File: config.mk
export PLATFORM = sky130hd
export DESIGN_NAME = pipelined_adder_sub
export DESIGN_NICKNAME = d
export VERILOG_FILES = /design/src/rtl/adder_pkg.sv /design/src/rtl/adder_slice.sv /design/src/rtl/pipelined_adder_sub.sv
export SDC_FILE = /design/constraint.sdc
export NUM_CORES = 1
export LEC_CHECK = 0
export ABC_AREA = 1
export BUFFER_PORTS_ARGS = -buffer_cell sky130_fd_sc_hd__buf_2
export CORE_MARGIN = 4
export CORE_UTILIZATION = 45
export DETAILED_ROUTE_END_ITERATION = 6
export PLACE_DENSITY = 0.72
export SLEW_MARGIN = 10
export SYNTH_ARGS = -nofsm -noshare
export SYNTH_HDL_FRONTEND = slang
export SYNTH_SLANG_ARGS = --single-unit
File: constraint.sdc
create_clock -name clk -period 3.1 [get_ports clk]
set_clock_uncertainty 0.2 [all_clocks]
set_input_delay 0.31 -clock clk [delete_from_list [all_inputs] [get_ports clk]]
set_output_delay 0.31 -clock clk [all_outputs]
set_load 0.02 [all_outputs]
File: src/rtl/adder_pkg.sv
// Shared types and elaboration checks for the pipelined adder/subtractor.
package adder_pkg;

    typedef enum logic [0:0] {
        OP_ADD = 1'b0,
        OP_SUB = 1'b1
    } op_e;

    function automatic bit params_ok(input int width, input int stages);
        return (stages >= 1) && (width >= stages) && ((width % stages) == 0);
    endfunction

endpackage

File: src/rtl/adder_slice.sv
// Combinational SW-bit ripple-carry slice; also exposes the carry into its MSB
// so the top slice can derive signed overflow.
module adder_slice
    import adder_pkg::*;
#(
    parameter int SW = 4
) (
    input  logic [SW-1:0] a,
    input  logic [SW-1:0] b,
    input  logic          ci,
    output logic [SW-1:0] s,
    output logic          co,
    output logic          c_msb
);

    logic [SW:0] c_s;

    // Full-adder chain across the slice
    always_comb begin
        c_s    = '0;
        s      = '0;
        c_s[0] = ci;
        for (int i = 0; i < SW; i++) begin
            s[i]     = a[i] ^ b[i] ^ c_s[i];
            c_s[i+1] = (a[i] & b[i]) | (c_s[i] & (a[i] ^ b[i]));
        end
    end

    assign co    = c_s[SW];
    assign c_msb = c_s[SW-1];

endmodule

File: src/rtl/pipelined_adder_sub.sv
// Pipelined ripple adder/subtractor: one SW-bit slice per stage, carries and
// operands skewed forward, finished low slices deskewed alongside.
module pipelined_adder_sub
    import adder_pkg::*;
#(
    parameter int WIDTH  = 16,
    parameter int STAGES = 4
) (
    input  logic             clk,
    input  logic             rst,
    input  logic             in_valid,
    output logic             in_ready,
    input  logic [WIDTH-1:0] a,
    input  logic [WIDTH-1:0] b,
    input  logic             cin,
    input  logic             sub,
    output logic             out_valid,
    input  logic             out_ready,
    output logic [WIDTH-1:0] sum,
    output logic             cout,
    output logic             ovf
);

    localparam int  SW        = WIDTH / STAGES;
    localparam int  LAST      = STAGES - 1;
    localparam bit  PARAMS_OK = params_ok(WIDTH, STAGES);

    if (!PARAMS_OK) begin : g_bad_params
        $fatal(1, "pipelined_adder_sub: WIDTH must be a non-zero multiple of STAGES");
    end

    op_e              op_s;
    logic [WIDTH-1:0] b_eff_s;
    logic             cin_eff_s;
    logic             in_ready_s;

    logic [STAGES-1:0] v_r;
    logic [STAGES-1:0] adv_s;
    logic [STAGES-1:0] load_s;
    logic [STAGES-1:0] carry_r;
    logic              ovf_r;

    logic [WIDTH-1:0] a_r       [STAGES];
    logic [WIDTH-1:0] b_r       [STAGES];
    logic [WIDTH-1:0] res_r     [STAGES];
    logic [WIDTH-1:0] a_in_s    [STAGES];
    logic [WIDTH-1:0] b_in_s    [STAGES];
    logic [WIDTH-1:0] res_nxt_s [STAGES];

    logic [WIDTH-1:0]  sl_a_s;
    logic [WIDTH-1:0]  sl_b_s;
    logic [WIDTH-1:0]  sl_sum_s;
    logic [STAGES-1:0] sl_ci_s;
    logic [STAGES-1:0] sl_co_s;
    logic              sl_cmsb_s [STAGES];

    // Operation decode: subtract is a + ~b + !cin, inversion travels with b
    always_comb begin
        op_s      = op_e'(sub);
        b_eff_s   = (op_s == OP_SUB) ? ~b : b;
        cin_eff_s = (op_s == OP_SUB) ? ~cin : cin;
    end

    // Per-stage operand sources and slice inputs
    always_comb begin
        a_in_s[0]  = a;
        b_in_s[0]  = b_eff_s;
        sl_ci_s    = '0;
        sl_ci_s[0] = cin_eff_s;
        for (int k = 1; k < STAGES; k++) begin
            a_in_s[k]  = a_r[k-1];
            b_in_s[k]  = b_r[k-1];
            sl_ci_s[k] = carry_r[k-1];
        end
        sl_a_s = '0;
        sl_b_s = '0;
        for (int k = 0; k < STAGES; k++) begin
            sl_a_s[k*SW +: SW] = a_in_s[k][k*SW +: SW];
            sl_b_s[k*SW +: SW] = b_in_s[k][k*SW +: SW];
        end
    end

    for (genvar k = 0; k < STAGES; k++) begin : g_slice
        adder_slice #(.SW(SW)) u_slice (
            .a     (sl_a_s[k*SW +: SW]),
            .b     (sl_b_s[k*SW +: SW]),
            .ci    (sl_ci_s[k]),
            .s     (sl_sum_s[k*SW +: SW]),
            .co    (sl_co_s[k]),
            .c_msb (sl_cmsb_s[k])
        );
    end

    // Deskew: each stage appends its fresh slice to the lower result bits
    always_comb begin
        res_nxt_s[0]         = '0;
        res_nxt_s[0][SW-1:0] = sl_sum_s[SW-1:0];
        for (int k = 1; k < STAGES; k++) begin
            res_nxt_s[k]              = res_r[k-1];
            res_nxt_s[k][k*SW +: SW]  = sl_sum_s[k*SW +: SW];
        end
    end

    // Stall chain: a stage may move if every stage above it can absorb a beat
    always_comb begin
        logic go;
        go     = out_ready;
        adv_s  = '0;
        load_s = '0;
        for (int k = LAST; k >= 0; k--) begin
            adv_s[k] = v_r[k] & go;
            go       = ~v_r[k] | go;
        end
        in_ready_s = ~rst & (~v_r[0] | adv_s[0]);
        load_s[0]  = in_valid & in_ready_s;
        for (int k = 1; k < STAGES; k++) begin
            load_s[k] = adv_s[k-1];
        end
    end

    // Stage valid bits
    always_ff @(posedge clk) begin
        if (rst) begin
            v_r <= '0;
        end else begin
            for (int k = 0; k < STAGES; k++) begin
                if (load_s[k]) begin
                    v_r[k] <= 1'b1;
                end else if (adv_s[k]) begin
                    v_r[k] <= 1'b0;
                end else begin
                    v_r[k] <= v_r[k];
                end
            end
        end
    end

    // Stage data: skewed operands, deskewed result, carry, top-slice overflow
    always_ff @(posedge clk) begin
        if (rst) begin
            carry_r <= '0;
            ovf_r   <= 1'b0;
            for (int k = 0; k < STAGES; k++) begin
                a_r[k]   <= '0;
                b_r[k]   <= '0;
                res_r[k] <= '0;
            end
        end else begin
            for (int k = 0; k < STAGES; k++) begin
                if (load_s[k]) begin
                    a_r[k]     <= a_in_s[k];
                    b_r[k]     <= b_in_s[k];
                    res_r[k]   <= res_nxt_s[k];
                    carry_r[k] <= sl_co_s[k];
                end
            end
            if (load_s[LAST]) begin
                ovf_r <= sl_cmsb_s[LAST] ^ sl_co_s[LAST];
            end
        end
    end

    assign in_ready  = in_ready_s;
    assign out_valid = v_r[LAST];
    assign sum       = res_r[LAST];
    assign cout      = carry_r[LAST];
    assign ovf       = ovf_r;

endmodule

### Word-level counts from Yosys, hierarchy flattened

Memory sizes are Yosys's and may differ from the RTL's.
Index checks and enable logic that the tools add are counted.

| cells by class | value |
|---|---|
| bitwise operators | 110 |
| multiplexer cells | 36 |
| reduce and logical (&&, ||, !) cells | 4 |

Operator list:

| kind | number |
|---|---|
| 16-bit 2-to-1 mux | 13 |
| 1-bit bitwise AND | 38 |
| 1-bit bitwise XOR | 33 |
| 1-bit bitwise OR | 32 |
| 1-bit 2-to-1 mux | 23 |
| 16-bit inverter | 1 |
| 2-bit nonzero test | 4 |
| 1-bit inverter | 6 |

| storage, ports and cells | value |
|---|---|
| memories kept | 3 |
| output and inout port bits | 20 |
| bits in writable memories | 192 |
| bits of input ports | 38 |
| word-level logic and storage cells | 162 |
| flip-flop bits (word level) | 9 |

Memory list:

| name | words | bits a word | read ports | clocked after Yosys merged registers in | write ports | line | text |
|---|---|---|---|---|---|---|---|
| a_r | 4 | 16 | 3 | 0 | 4 | pipelined_adder_sub.sv:43 | `logic [WIDTH-1:0] a_r [STAGES];` |
| b_r | 4 | 16 | 3 | 0 | 4 | pipelined_adder_sub.sv:44 | `logic [WIDTH-1:0] b_r [STAGES];` |
| res_r | 4 | 16 | 4 | 0 | 4 | pipelined_adder_sub.sv:45 | `logic [WIDTH-1:0] res_r [STAGES];` |

### Longest topological paths before layout

Gate-level depths: netlist of the first run.

| logic depth | value |
|---|---|
| depth in word-level cells | 12 |
| mapped depth | 12 |

### Cells and area by module

Synthesis of the first run repeated with hierarchy kept, for this count alone.

| second synthesis, totals | value |
|---|---|
| cells, all modules | 375 |
| area, all modules | 4375.4 µm² |

By module, submodules not included:

| module | cells an instance | area each (µm²) | sequential area each (µm²) | times used |
|---|---|---|---|---|
| pipelined_adder_sub | 327 | 3935.0 | 2822.7 | 1 |
| adder_slice | 12 | 110.1 | 0.0 | 4 |

### Least setup slack after synthesis of the first run

OpenSTA, ideal clock, no wires.

| timing path | value |
|---|---|
| path type | input to register |
| start | in sub |
| end | mem res_r[0][3] (data pin) |
| slack | 0.329 ns |
| arrival time | 2.321 ns |
| data required time | 2.649 ns |
| stages | 12 |
| library setup time | 0.251 ns |
| path through | buf_4 buf_4 xnor2_1 fa_1 inv_1 fa_1 inv_1 fa_1 inv_1 fa_1 inv_1 nor2_1 |

RTL lines:

| item | line | text |
|---|---|---|
| start: declaration | pipelined_adder_sub.sv:16 | `input logic sub,` |
| end: declaration | pipelined_adder_sub.sv:45 |  |

==> flow_summary.json, run 1 <==
{
  "hold_violations": 0,
  "syn_nets": 412,
  "status": "completed",
  "powerDensity_mw_per_mm2": 520.0,
  "final_net_count": 474,
  "power.leakage_nw": 2.083,
  "tightestPinTransition_ns": 0.9299,
  "finalSetupTns_ns": 0,
  "ant_nets": 0,
  "slew_headroom_pct": 37.85,
  "port_buffers": 57,
  "grt_pass1_vias": 2257,
  "routed.top_layer": "met4",
  "grt_usage_pct": 11.65,
  "fp.dieH_um": 105.9,
  "met1_length_mm": 2.734,
  "dr_wl_met2_mm": 2.733,
  "numCtsBuffers": 9,
  "clockBufferDepth": 2,
  "area_growth_pct": 13.09,
  "grt_overflow_total": 0,
  "p_sw_share_pct": 22.91,
  "crit_required_ns": 3.11,
  "min_period_over_period_pct": 78.81,
  "yosysTopAreaCell": "edfxtp_1",
  "htreeDepth": 3,
  "hold_path.class": "in2reg",
  "p_int_mw": 1.955,
  "pwr-share-clk_pct": 31.1,
  "final_cells": 554,
  "initial_core_util_pct": 46.44,
  "p_seq_share_pct": 60.2,
  "io_pins": 58,
  "gp_congestion": 0.7006,
  "clk_pin_slew_worst_paths_ns": 0.09,
  "route.met3.wl_um": 405,
  "clock_latency_ns": 0.36,
  "cts.root.buffer_cell": "clkbuf_8",
  "finalMaxSlewViolations": 0,
  "syn_inst": 358,
  "ir_drop_mv": 0.2321,
  "synth_area_mm2": 0.004312,
  "via_per_inst": 4.110,
  "p_switching_uw": 580.8,
  "post-route-min-period_ns": 2.443,
  "grt_first_pass_wirelength_mm": 10.25,
  "antenna_found_initial": 0,
  "drt_iter0_drc": 80,
  "place_inst": 537,
  "worstSetupPathType": "reg2reg",
  "postSynthAreaPerCell_um2": 12.04,
  "nFillCells": 848,
  "clock_sinks": 97,
  "drc": 0,
  "fmax_mhz": 409.3,
  "whs_ns": 0.04527,
  "cp-end-kind": "flop",
  "critPathMaxFanout": 2,
  "dp_hpwl_mm": 4.332,
  "utilization_pct": 52.52,
  "synth_cell_types": 21,
  "place_ws_ns": 0.4429,
  "worstSetupStartpointType": "flop",
  "drive_gt1_share_pct": 21.41,
  "diodes": 0,
  "worstPathArrival_ns": 2.45,
  "rsz0062_at_grt": "false",
  "synth_seq_cells": 97,
  "synth.area.top_cells": "edfxtp_1 61%, inv_1 8.6%, fa_1 7.4%, nor2_1 6.8%, dfxtp_1 4.2%",
  "core_mm2": 0.009284,
  "synth_top_area_share_pct": 61.29,
  "setup_violations": 0,
  "ys_warn_count": 0,
  "ys_seq_area_share_pct": 65.47,
  "die_w_um": 105.9,
  "vias": 2277,
  "wl_mm": 5.981,
  "routedWlPerCell_um": 10.80,
  "combPwrFrac_pct": 8.7,
  "grt_max_degree": 29,
  "dr.pass1.iters": 4,
  "fin_ws_ns": 0.6568,
  "maxCapViolations": 0,
  "rows": 35,
  "tritoncts": "done",
  "die_area_mm2": 0.01121
}
[worst max-delay path, stage by stage (launching register included)]
cell and delay [ns]:
edfxtp_1 0.40, fa_1 0.43, inv_1 0.08, fa_1 0.16
inv_1 0.05, fa_1 0.39, inv_1 0.08, fa_1 0.41
nor2_1 0.10
[final timing paths]
kind	start	end	slack, ns	cells past startpoint
max reg2reg	a_r[0][44]$_SDFFCE_PN0P_	res_r[3][15]$_SDFFCE_PN0P_	0.66	8
max	a_r[0][44]$_SDFFCE_PN0P_	res_r[3][15]$_SDFFCE_PN0P_	0.66	8
min	a[5]	a_r[0][5]$_SDFFCE_PN0P_	0.05	3
min reg2reg	carry_r[3]$_SDFFE_PP0P_	carry_r[3]$_SDFFE_PP0P_	0.27	2
[area by class of cell]
class | count | area, um2 | area share [%]
inverters | 100 | 375.4 | 7.698
clock inverters | 6 | 58.81 | 1.206
repair buffers | 62 | 325.3 | 6.672
multi-input cells | 150 | 1005 | 20.61
flip-flops and latches | 97 | 2823 | 57.89
well taps | 129 | 161.4 | 3.310
clock buffers | 10 | 127.6 | 2.617
[what timing repair did]
item                       in CTS  in global routing
resized for setup               0                  0
hold buffers                    1                  0
setup endpoints to repair       0                  0
setup buffers                   0                  0
hold endpoints to repair        3                  0
[cell usage in the layout (no fill, tap or decap), types with 2 or more instances in the layout]
| cell | netlist | final |
|---|---|---|
| buf_4 | 4 | 4 |
| edfxtp_1 | 88 | 88 |
| clkinv_2 | 0 | 2 |
| nand3_2 | 3 | 3 |
| clkbuf_8 | 0 | 9 |
| nand3_1 | 4 | 4 |
| inv_1 | 99 | 99 |
| xnor2_1 | 15 | 15 |
| xor2_1 | 3 | 3 |
| buf_2 | 0 | 57 |
| o22ai_1 | 2 | 2 |
| nand2_1 | 7 | 7 |
| clkinvlp_4 | 0 | 2 |
| a21oi_1 | 4 | 4 |
| fa_1 | 16 | 16 |
| o21ai_0 | 3 | 2 |
| nand4_1 | 2 | 2 |
| nor2_1 | 78 | 78 |
| dfxtp_1 | 9 | 9 |
| nor2_2 | 10 | 10 |
[cells in the mapped netlist]
| cell | number |
|---|---|
| inv_1 | 99 |
| inv_2 | 1 |
| nand3_4 | 1 |
| o21ai_0 | 3 |
| nor2_4 | 1 |
| fa_1 | 16 |
| nor2_1 | 78 |
| a31oi_1 | 1 |
| dfxtp_1 | 9 |
| buf_6 | 7 |
| nor2_2 | 10 |
| edfxtp_1 | 88 |
| o22ai_1 | 2 |
| xor2_1 | 3 |
| nand2_1 | 7 |
| xnor2_1 | 15 |
| nand3_2 | 3 |
| buf_4 | 4 |
| a21oi_1 | 4 |
| nand4_1 | 2 |
| nand3_1 | 4 |
[through the flow]
| step | power [mW] | instance area [um2] |
|---|---|---|
| final | 2.536 | 4876 |
| after global routing | 2.647 | 4876 |
| after global placement | 1.768 | 4679 |
| after floorplan | 1.709 | 4312 |
| after detailed placement | 1.781 | 4679 |
| after CTS | 2.558 | 4876 |
[cells by family after synthesis]
group                      Yosys count  share of synthesized area, %
adders and majority gates           16                         7.429
buffers and inverters              111                         11.23
AOI/OAI and AO/OA                   10                         1.248
DFF                                 97                         65.47
xor gates and xnor gates            18                         3.657
and+or+nand+nor                    106                         10.97
[flip-flops by register name, summed over array words and instances (netlist names)]
name and count:
v_r 4, carry_r 4, ovf 1, res_r 40
b_r 24, a_r 24
[layer usage]
layer	track usage, %	up-vias
met2	18.17	56
li1	-	1208
met1	14.84	1004
met3	4.164	9
met4	4.718	0
met5	0	-
[power by group through the flow]
stage / Combinational, mW / Clock, mW / Sequential (mW)
floorplan: 0.144 / 0 / 1.56
global placement: 0.213 / 0 / 1.55
detailed placement: 0.224 / 0 / 1.56
CTS: 0.227 / 0.804 / 1.53
global route: 0.258 / 0.855 / 1.53
finish: 0.221 / 0.789 / 1.53
Power figures use the tool's default switching activity.
==> run 2, diff against run 1 <==
--- a/config.mk
+++ b/config.mk
@@ -5,7 +5,7 @@
 export SDC_FILE = /design/constraint.sdc
 export NUM_CORES = 1
 export LEC_CHECK = 0
-export ABC_AREA = 1
+export ABC_AREA = 0
 export BUFFER_PORTS_ARGS = -buffer_cell sky130_fd_sc_hd__buf_2
 export CORE_MARGIN = 4
 export CORE_UTILIZATION = 45
==> constraint.sdc (replaced) <==
create_clock -name clk -period 2.39 [get_ports clk]
set_clock_uncertainty 0.2 [all_clocks]
set_input_delay 0.239 -clock clk [delete_from_list [all_inputs] [get_ports clk]]
set_output_delay 0.239 -clock clk [all_outputs]
set_load 0.02 [all_outputs]
==> flow_summary.json, run 2 <==
{
  "holdPathStages": 3,
  "drt_iter0_drc": 65,
  "synth_mux_area_share_pct": 0,
  "htreeDepth": 3,
  "yosysTopAreaCell": "edfxtp_1",
  "synth.area.top_cells": "edfxtp_1 62%, and2_1 7.9%, fa_1 7.5%, dfxtp_1 4.2%, xnor2_1 3.3%",
  "port_buffers": 57,
  "fp.dieH_um": 105.4,
  "crit_required_ns": 2.37,
  "vias": 2307,
  "synth-simple-area-share_pct": 14.90,
  "grt_usage_pct": 12.28,
  "dp_hpwl_mm": 4.410,
  "postSynthAreaPerCell_um2": 14.36,
  "synth_common_cells": "88 x edfxtp_1, 54 x and2_1, 29 x inv_1, 16 x fa_1, 16 x xnor2_1",
  "synth_seq_cells": 97,
  "rows": 35,
  "synthArstFlopShare_pct": 0,
  "ant_nets": 0,
  "clockBufferDepth": 2,
  "syn_nets": 351,
  "reg_top3": "res_r x40, a_r x24, b_r x24",
  "initial_core_util_pct": 46.16,
  "drive_gt1_share_pct": 28.46,
  "synth_cell_types": 34,
  "diodes": 0,
  "layout_common_cells": "88 x edfxtp_1, 57 x buf_2, 54 x and2_1, 22 x inv_1, 18 x dlygate4sd3_1",
  "clk_pin_slew_worst_paths_ns": 0.09,
  "antenna_found_initial": 0,
  "yosys.area_share.adder_pct": 7.510,
  "final_common_cell": "edfxtp_1",
  "regMostFlops": "res_r",
  "finalMaxSlewViolations": 0,
  "drc": 0,
  "io_pins": 58,
  "synth_compound_area_share_pct": 3.227,
  "maxCapViolations": 0,
  "syn_inst": 297,
  "r2r_slack_ns": -0.03,
  "worstSetupStartpointType": "flop",
  "hold_violations": 0,
  "gp_congestion": 0.7249,
  "reg2reg_to": "res_r[3][15]$_SDFFCE_PN0P_",
  "critPathMaxFanout": 2,
  "cp-end-kind": "flop",
  "tightestPinTransition_ns": 1.088,
  "min_period_over_period_pct": 101.2,
  "die_area_mm2": 0.01110,
  "grt_overflow_total": 0,
  "hp-start": "b[13]",
  "grt_pass1_vias": 2368,
  "final_net_count": 432,
  "grt_max_degree": 29,
  "slew_headroom_pct": 27.47,
  "place_inst": 477,
  "status": "finished with violations",
  "synth_top_family_by_area": "simple AND/OR/NAND/NOR gates",
  "violations": "setup timing",
  "place_ws_ns": -0.2700,
  "clock_sinks": 97,
  "tritoncts": "done",
  "fin_ws_ns": -0.02875,
  "synth_top_area_share_pct": 61.95,
  "cts.root.buffer_cell": "clkbuf_8",
  "fmax_mhz": 413.4,
  "area_growth_pct": 20.09,
  "ys.flop_type": "edfxtp_1",
  "post-route-min-period_ns": 2.419,
  "clock_latency_ns": 0.35,
  "routedWlPerCell_um": 11.83,
  "synth_most_common_cell": "edfxtp_1",
  "largest_register_ffs": 40,
  "ys_warn_count": 0,
  "wl_mm": 6.055,
  "reg2reg_depth": 8,
  "reg2reg_from": "b_r[0][44]$_SDFFCE_PN0P_",
  "grt_first_pass_wirelength_mm": 10.83,
  "powerDensity_mw_per_mm2": 633.0,
  "synth_area_mm2": 0.004265,
  "core_mm2": 0.009240,
  "worstPathArrival_ns": 2.40,
  "ys_seq_area_share_pct": 66.18,
  "worstSetupPathType": "reg2reg",
  "final_cells": 512,
  "synth-xor-area-share_pct": 3.696,
  "setup_violations": 1,
  "dr.pass1.iters": 4,
  "via_per_inst": 4.506,
  "rsz0062_at_grt": "true",
  "numCtsBuffers": 9,
  "ir_drop_mv": 0.2803,
  "hold_path.class": "in2reg",
  "p_total_mw": 3.242,
  "synth-edff-count": 88,
  "power.leakage_nw": 2.046,
  "die_w_um": 105.4,
  "min_to": "b_r[0][13]$_SDFFCE_PN0P_"
}
run 2: cell count changes after synthesis, sizes merged, moves of 3 or more:
cell    before  now
a21oi        4    9
a311oi       0    3
and2         0   54
and3         0   14
buf         11    8
clkbuf       0    5
inv        100   30
nand2        7    2
nand3        8    1
nor2        89   15
nor3         0    3
nor4         0    6
run 2: cells by family after synthesis:
group                      after synthesis
DFF                                     97
xor gates and xnor gates                18
adders and majority gates               16
AOI/OAI and AO/OA                       20
and+or+nand+nor                        103
buffers and inverters                   43
run 2: what timing repair did:
item | 4_1_cts | 5_1_grt
gates resized for setup | 8 | 7
setup buffers | 0 | 1
pin swaps | 3 | 3
endpoints found under the setup margin | 4 | 5
hold buffers | 18 | 0
endpoints found under the hold margin | 19 | 0
run 2: through the flow:
step / instance area [um2] / setup TNS [ns] / util [%] / hold WS (ns)
after detailed placement: 4733 / -0.8043 / 51.23 / 0.2711
after CTS: 5096 / -0.07219 / 55.15 / 0.006821
final: 5122 / -0.02875 / 55.44 / 0.02650
after global placement: 4733 / -0.4851 / 51.23 / 0.2655
after floorplan: 4334 / -0.3189 / - / 0.2557
after global routing: 5122 / -0.1694 / 55.44 / 0.02030
run 2: worst max-delay path by stage:
| stage | from | endpoint | slack (ns) |
|---|---|---|---|
| 3_5_place_dp | sub | res_r[0][3]$_SDFFCE_PN0P_ | -0.27 |
| 5_1_grt | b_r[0][44]$_SDFFCE_PN0P_ | res_r[3][15]$_SDFFCE_PN0P_ | -0.09 |
| 6_report | b_r[0][44]$_SDFFCE_PN0P_ | res_r[3][15]$_SDFFCE_PN0P_ | -0.03 |
| 4_1_cts | b_r[0][44]$_SDFFCE_PN0P_ | res_r[3][15]$_SDFFCE_PN0P_ | -0.04 |
| 3_3_place_gp | sub | res_r[0][3]$_SDFFCE_PN0P_ | -0.18 |
| 2_1_floorplan | sub | res_r[0][3]$_SDFFCE_PN0P_ | -0.25 |
run 2: critical path, cell delays in order, from the launching register on:
cell and delay, ns:
edfxtp_1 0.41, fa_2 0.37, inv_2 0.06, fa_2 0.19, inv_2 0.04, fa_2 0.36, inv_2 0.06, fa_2 0.43
nor4_2 0.14
run 2: layout make-up:
type,instances,area (um2)
timing repair buffer,83,525.5
sequential,97,2824
multi-input combinational,157,1330
tap,129,161.4
clock buffer,10,127.6
clock inverter,6,41.29
fill,779,4118
inverter,30,112.6
run 2: power breakdown:
group          leakage (nW)  switching [mW]  internal, mW  total (mW)
sequential             1.01          0.0319          1.96        1.99
clock                0.0807           0.532         0.380       0.912
combinational         0.952           0.186         0.153       0.339
run 2: routing by layer:
layer  share of wire (%)  vias up  track usage (%)
li1                    -     1173                -
met1                  45     1053            15.28
met2                  47       70            20.31
met3                 6.5       11            4.715
met4                 1.3        0            2.905
met5                   0        -                0
